[src/rtl/div_16_seq_pkg.sv]
// Shared definitions for the sequential restoring divider: widths, FSM states
// and the quotient reported on divide-by-zero.
package div_pkg;

  localparam int unsigned WIDTH = 16;
  localparam int unsigned CNT_W = $clog2(WIDTH + 1);

  typedef enum logic [1:0] {
    ST_IDLE = 2'd0,
    ST_CALC = 2'd1,
    ST_DONE = 2'd2
  } state_t;

  localparam logic [WIDTH-1:0] DBZ_QUOTIENT = '1;

endpackage

[src/rtl/div_16_seq_if.sv]
// Start/done request bus between the controlling FSM and the divider.
interface div_16_seq_if;
  import div_pkg::*;

  logic             start;
  logic [WIDTH-1:0] dividend;
  logic [WIDTH-1:0] divisor;
  logic             busy;
  logic             done;
  logic [WIDTH-1:0] quotient;
  logic [WIDTH-1:0] remainder;
  logic             div_by_zero;

  modport master (
    output start, dividend, divisor,
    input  busy, done, quotient, remainder, div_by_zero
  );

  modport slave (
    input  start, dividend, divisor,
    output busy, done, quotient, remainder, div_by_zero
  );

endinterface

[src/rtl/div_16_seq_adder.sv]
// Matrix-library add/subtract datapath; subtract=1 forms a - b with carry-out
// meaning "no borrow".
module sixtnBitAdder #(
  parameter int unsigned WIDTH = 16
) (
  input  logic [WIDTH-1:0] a,
  input  logic [WIDTH-1:0] b,
  input  logic             cin0,
  input  logic             subtract,
  output logic [WIDTH-1:0] sum_c,
  output logic             cout_c
);

  logic [WIDTH-1:0] b_eff_c;
  logic             cin_c;

  // Two's-complement subtract: invert b and force the carry-in.
  always_comb begin
    b_eff_c = b ^ {WIDTH{subtract}};
    cin_c   = cin0 | subtract;
  end

  assign {cout_c, sum_c} = (WIDTH + 1)'(a) + (WIDTH + 1)'(b_eff_c) + (WIDTH + 1)'(cin_c);

endmodule

[src/rtl/div_16_seq.sv]
// Sequential unsigned restoring divider, one quotient bit per clock, with a
// start/busy/done handshake.
module div_16_seq
  import div_pkg::*;
(
  input  logic         clk,
  input  logic         reset_n,
  div_16_seq_if.slave  bus
);

  state_t             state_q, state_d;
  logic               accept_c;
  logic               dvs_zero_c;

  logic [WIDTH-1:0]   dvd_q;
  logic [WIDTH-1:0]   dvs_q;
  logic [WIDTH-1:0]   rem_q;
  logic [WIDTH-1:0]   quo_q;
  logic               dz_q;
  logic [CNT_W-1:0]   cnt_q;

  logic               busy_q;
  logic               done_q;
  logic [WIDTH-1:0]   quotient_q;
  logic [WIDTH-1:0]   remainder_q;
  logic               dbz_q;

  logic [WIDTH:0]     rem_shift_c;
  logic [WIDTH-1:0]   trial_c;
  logic               carry_c;
  logic               no_borrow_c;

  // Partial remainder with the next dividend bit shifted in; top bit is the guard.
  assign rem_shift_c = {rem_q, dvd_q[WIDTH-1]};

  sixtnBitAdder #(.WIDTH(WIDTH)) u_trial_sub (
    .a        (rem_shift_c[WIDTH-1:0]),
    .b        (dvs_q),
    .cin0     (1'b0),
    .subtract (1'b1),
    .sum_c    (trial_c),
    .cout_c   (carry_c)
  );

  // A set guard bit means the shifted remainder already exceeds any divisor.
  assign no_borrow_c = carry_c | rem_shift_c[WIDTH];
  assign dvs_zero_c  = (bus.divisor == '0);

  always_comb begin
    state_d  = state_q;
    accept_c = 1'b0;
    case (state_q)
      ST_IDLE: begin
        if (bus.start) begin
          accept_c = 1'b1;
          state_d  = dvs_zero_c ? ST_DONE : ST_CALC;
        end
      end
      ST_CALC: if (cnt_q == CNT_W'(1)) state_d = ST_DONE;
      ST_DONE: state_d = ST_IDLE;
      default: state_d = ST_IDLE;
    endcase
  end

  always_ff @(posedge clk or negedge reset_n) begin
    if (!reset_n) state_q <= ST_IDLE;
    else          state_q <= state_d;
  end

  // Operand capture and one restoring step per CALC cycle.
  always_ff @(posedge clk or negedge reset_n) begin
    if (!reset_n) begin
      dvd_q <= '0;
      dvs_q <= '0;
      rem_q <= '0;
      quo_q <= '0;
      dz_q  <= 1'b0;
      cnt_q <= '0;
    end else if (accept_c) begin
      dvd_q <= bus.dividend;
      dvs_q <= bus.divisor;
      cnt_q <= CNT_W'(WIDTH);
      dz_q  <= dvs_zero_c;
      quo_q <= dvs_zero_c ? DBZ_QUOTIENT : '0;
      rem_q <= dvs_zero_c ? bus.dividend : '0;
    end else if (state_q == ST_CALC) begin
      dvd_q <= dvd_q << 1;
      quo_q <= {quo_q[WIDTH-2:0], no_borrow_c};
      rem_q <= no_borrow_c ? trial_c : rem_shift_c[WIDTH-1:0];
      cnt_q <= cnt_q - CNT_W'(1);
    end
  end

  // Results publish together with the done pulse; busy covers the pulse cycle.
  always_ff @(posedge clk or negedge reset_n) begin
    if (!reset_n) begin
      busy_q      <= 1'b0;
      done_q      <= 1'b0;
      quotient_q  <= '0;
      remainder_q <= '0;
      dbz_q       <= 1'b0;
    end else begin
      busy_q <= (state_d != ST_IDLE) || (state_q == ST_DONE);
      done_q <= (state_q == ST_DONE);
      if (state_q == ST_DONE) begin
        quotient_q  <= quo_q;
        remainder_q <= rem_q;
        dbz_q       <= dz_q;
      end
    end
  end

  assign bus.busy        = busy_q;
  assign bus.done        = done_q;
  assign bus.quotient    = quotient_q;
  assign bus.remainder   = remainder_q;
  assign bus.div_by_zero = dbz_q;

endmodule

[src/flat_wrapper.sv]
// flat-port wrapper written by rule: the top's interface ports become plain ports
module div_16_seq_flat import div_pkg::*;
  (clk, reset_n, bus_start, bus_dividend, bus_divisor, bus_busy, bus_done, bus_quotient, bus_remainder, bus_div_by_zero);
  div_16_seq_if bus_i ();
  input  logic clk;
  input  logic reset_n;
  input wire logic [$bits(bus_i.start)-1:0] bus_start;
  input wire logic [$bits(bus_i.dividend)-1:0] bus_dividend;
  input wire logic [$bits(bus_i.divisor)-1:0] bus_divisor;
  output wire logic [$bits(bus_i.busy)-1:0] bus_busy;
  output wire logic [$bits(bus_i.done)-1:0] bus_done;
  output wire logic [$bits(bus_i.quotient)-1:0] bus_quotient;
  output wire logic [$bits(bus_i.remainder)-1:0] bus_remainder;
  output wire logic [$bits(bus_i.div_by_zero)-1:0] bus_div_by_zero;
  assign bus_i.start = bus_start;
  assign bus_i.dividend = bus_dividend;
  assign bus_i.divisor = bus_divisor;
  assign bus_busy = bus_i.busy;
  assign bus_done = bus_i.done;
  assign bus_quotient = bus_i.quotient;
  assign bus_remainder = bus_i.remainder;
  assign bus_div_by_zero = bus_i.div_by_zero;
  div_16_seq u_core (.clk(clk), .reset_n(reset_n), .bus(bus_i));
endmodule
[config.mk]
export PLATFORM = sky130hd
export DESIGN_NAME = div_16_seq_flat
export DESIGN_NICKNAME = d
export VERILOG_FILES = /design/src/rtl/div_16_seq_pkg.sv /design/src/rtl/div_16_seq_if.sv /design/src/rtl/div_16_seq_adder.sv /design/src/rtl/div_16_seq.sv /design/src/flat_wrapper.sv
export SDC_FILE = /design/constraint.sdc
export NUM_CORES = 1
export LEC_CHECK = 0
export ABC_AREA = 0
export CAP_MARGIN = 20
export CORE_MARGIN = 1
export CORE_UTILIZATION = 57
export DETAILED_ROUTE_END_ITERATION = 7
export DONT_BUFFER_PORTS = 1
export PLACE_DENSITY_LB_ADDON = 0.1
export SYNTH_ARGS = -nofsm -noshare
export SYNTH_HDL_FRONTEND = slang
export SYNTH_SLANG_ARGS = --single-unit
[constraint.sdc]
create_clock -name clk -period 2.9 [get_ports clk]
set_input_delay 0.87 -clock clk [delete_from_list [all_inputs] [get_ports clk]]
set_output_delay 0.87 -clock clk [all_outputs]
set_load 0.02 [all_outputs]
==> reports/results.ini <==
[floorplanning]
ios=70
initial_core_util=0.598
core_region_area_mm2=0.00889
die-area_mm2=0.00972
rows=34
fp.dieW_um=98.6
die_h_um=98.6

[critical_path]
arrival_ns=3.00
critPathKind=reg2reg
start_kind=flop
cp-end-kind=flop
crit_fanout=11
required_ns=3.17
r2r.worst_path.cells=10

[timing]
drv_slew=0
setup-violations-final=0
rsz0062_at_grt=no
finalCritPeriodShare=0.940
min_period_ns=2.73
setup_tns_ns=0
hold_violations=0
fin_worst_skew_ns=0.0210
relSlewSlack=0.718
worst_pin_slew_ns=0.412
max_freq_mhz=367

[synth]
synth_area_mm2=0.00532
synth.distinct_cells=52
synth_top_area_frac=0.503
synth_cells=536
syn_nets=590
yosysWarnings=0
synth_edf_count=0
synthTopCellsByArea=dfrtp_1, mux2_2, a21oi_1, o21ai_0, ha_1
syn_area_per_cell_um2=9.92
yosysSeqAreaShare=0.503
ys_seq_elements=107
ys.flop_type=dfrtp_1
synth_top_area_cell=dfrtp_1
async_reset_ff_frac=1.00

[clock_tree]
cts-hold-fix-buffers=0
ctsHtreeMaxLevel=3
clk_latency_ns=0.39
numCtsBuffers=9
cts.sinks=107
path_clk_slew_ns=0.13
tritoncts=yes
clk_path_buf_depth=2
root_buffer=clkbuf_8

[grt]
grt_max_degree=108
grt_usage=0.266
grt_pass1_vias=3850
overflow=0
grt_pass1_wl_um=20200
antenna_found_initial=0

[drt]
finalWirelength_um=12100
drtIter0Drc=189
postRouteAntennaNets=0
drc=0
wl_per_cell_um=18.8
vias_per_cell=6.21
drtPass1Iterations=5
vias=4001

[place]
placed_area_mm2=0.00546
gp_congestion=0.844
dpl.hpwl_um=8380
port_buffers=0

[cells_and_area]
nets=585
layout.cell_area.non_filler_mm2=0.00568
antennaDiodeCount=0
drive_gt1_frac=0.134
area_delta_synth_final_pct=6.87

[power]
clkPwrFrac=0.131
combPwrFrac=0.485
p_sw_mw=3.30
power_density_mw_per_mm2=1290
peakVddDrop_uv=590
p_int_mw=4.05
power_frac_seq=0.384
switching_share=0.449
leakage_nw=2.59

[status]
status=finished, final reports clean

[hold_path]
hp-class=in2async

[run]
cap_violations=0

==> synth_stat cells, types with 2 or more instances <==
master	count
nand3_1	4
o211ai_1	3
xnor2_1	6
nand2_1	55
a21o_1	4
a22o_1	3
a21oi_1	57
o21ai_0	54
nand3b_1	2
nor2_1	23
o21a_1	2
mux2_2	32
nand2b_1	11
o22ai_1	4
nor4_1	4
inv_1	22
o21bai_1	2
nand4_1	2
nor2b_1	15
o21ai_1	9
a211oi_1	5
buf_1	4
clkbuf_1	22
buf_2	5
dfrtp_1	107
a31oi_1	4
o32a_1	2
ha_1	18
nor3_1	4
a22oi_1	24
xor2_1	3
a221oi_1	4
==> power groups by stage <==
stage          combinational, mW  sequential [mW]  clock [mW]
3_5_place_dp                3.47             2.85           0
6_report                    3.56             2.82       0.962
4_1_cts                     3.49             2.82       0.972
2_1_floorplan               2.80             2.67           0
5_1_grt                     4.03             2.89        1.02
3_3_place_gp                3.37             2.83           0
==> placed cells by master (no fill, tap or decap), types with 3 or more instances in the layout <==
cell / n
nor2_1: 23
xnor2_1: 6
nand3_1: 4
a21oi_1: 57
clkbuf_8: 9
nor4_1: 4
a211oi_1: 5
buf_4: 15
ha_1: 18
a31oi_1: 4
clkinv_8: 4
o21ai_1: 9
a22oi_1: 24
nand2b_1: 10
o22ai_1: 4
nor3_1: 4
a21o_1: 4
inv_1: 22
nand2_1: 55
o21ai_0: 54
dfrtp_1: 107
a221oi_1: 4
nor2b_1: 14
o211ai_1: 3
mux2_2: 32
xor2_1: 3
a22o_1: 3
==> worst max-delay path: stages, from the launching register on <==
cell and delay, ns:
dfrtp_1 0.41, ha_1 0.22, fa_1 0.37, nand2b_1 0.19
a21o_1 0.21, a21oi_4 0.18, a21oi_2 0.12, o31a_4 0.36
buf_4 0.17, a221oi_1 0.26, a21oi_1 0.10
==> final cells by class <==
class	instances	area [µm²]
fillers	724	3210
flip-flops and latches	107	2680
multi-input cells	375	2440
well taps	108	135
repair buffers	16	133
clock buffers	9	124
clock inverters	7	93.8
inverters	22	82.6
==> repair_timing <==
item | in CTS | in global routing
gates resized for setup | 0 | 2
endpoints found under the setup margin | 0 | 4
setup buffers | 0 | 0
==> cells by family (layout without fill, tap and decap cells) <==
family          count (synthesis)  in the layout  synth area share
compound gates                186            186             0.211
xor+xnor                        9              9            0.0148
fa+ha+maj                      19             19            0.0461
buf+inv                        54             54            0.0407
flops                         107            107             0.503
mux                            32             32            0.0677
simple gates                  129            129             0.116
==> through the flow <==
step | utilization | setup WS (ns) | cells | power, mW | hold slack [ns]
global route | 0.639 | 0.0165 | 644 | 7.95 | 0.130
floorplan | - | 0.373 | 536 | 5.48 | 0.446
CTS | 0.638 | 0.0934 | 644 | 7.29 | 0.147
detailed placement | 0.614 | 0.125 | 628 | 6.32 | 0.467
finish | 0.639 | 0.173 | 644 | 7.35 | 0.154
global placement | 0.614 | 0.208 | 628 | 6.20 | 0.458
==> sequential cells by signal (all words and copies together), names as in the netlist <==
name / flops
u_core.bus.busy: 1
u_core.dvs_q: 16
u_core.bus.div_by_zero: 1
u_core.rem_q: 16
u_core.state_q: 2
u_core.cnt_q: 5
u_core.bus.remainder: 16
u_core.bus.quotient: 16
u_core.dvd_q: 16
u_core.bus.done: 1
u_core.quo_q: 16
u_core.dz_q: 1
==> path summary, 6_finish.rpt <==
kind / end / startpoint / slack (ns)
min in group clk: u_core.quo_q[15] / u_core.quo_q[15] / 0.49
max in group asynchronous: u_core.dvs_q[9] / reset_n / 2.59
hold / removal: u_core.bus.quotient[10] / reset_n / 0.15
setup / recovery: u_core.rem_q[9] / u_core.dvs_q[0] / 0.17
setup reg to reg: u_core.rem_q[9] / u_core.dvs_q[0] / 0.17
hold reg to reg: u_core.quo_q[15] / u_core.quo_q[15] / 0.49
==> layer usage <==
layer / share of wire / routed length, µm / track usage
met5: 0 / 0 / 0
met4: 0.0082 / 99 / 0.0654
met3: 0.055 / 666 / 0.0440
met2: 0.48 / 5770 / 0.421
met1: 0.46 / 5550 / 0.388
Power figures use the tool's default switching activity.
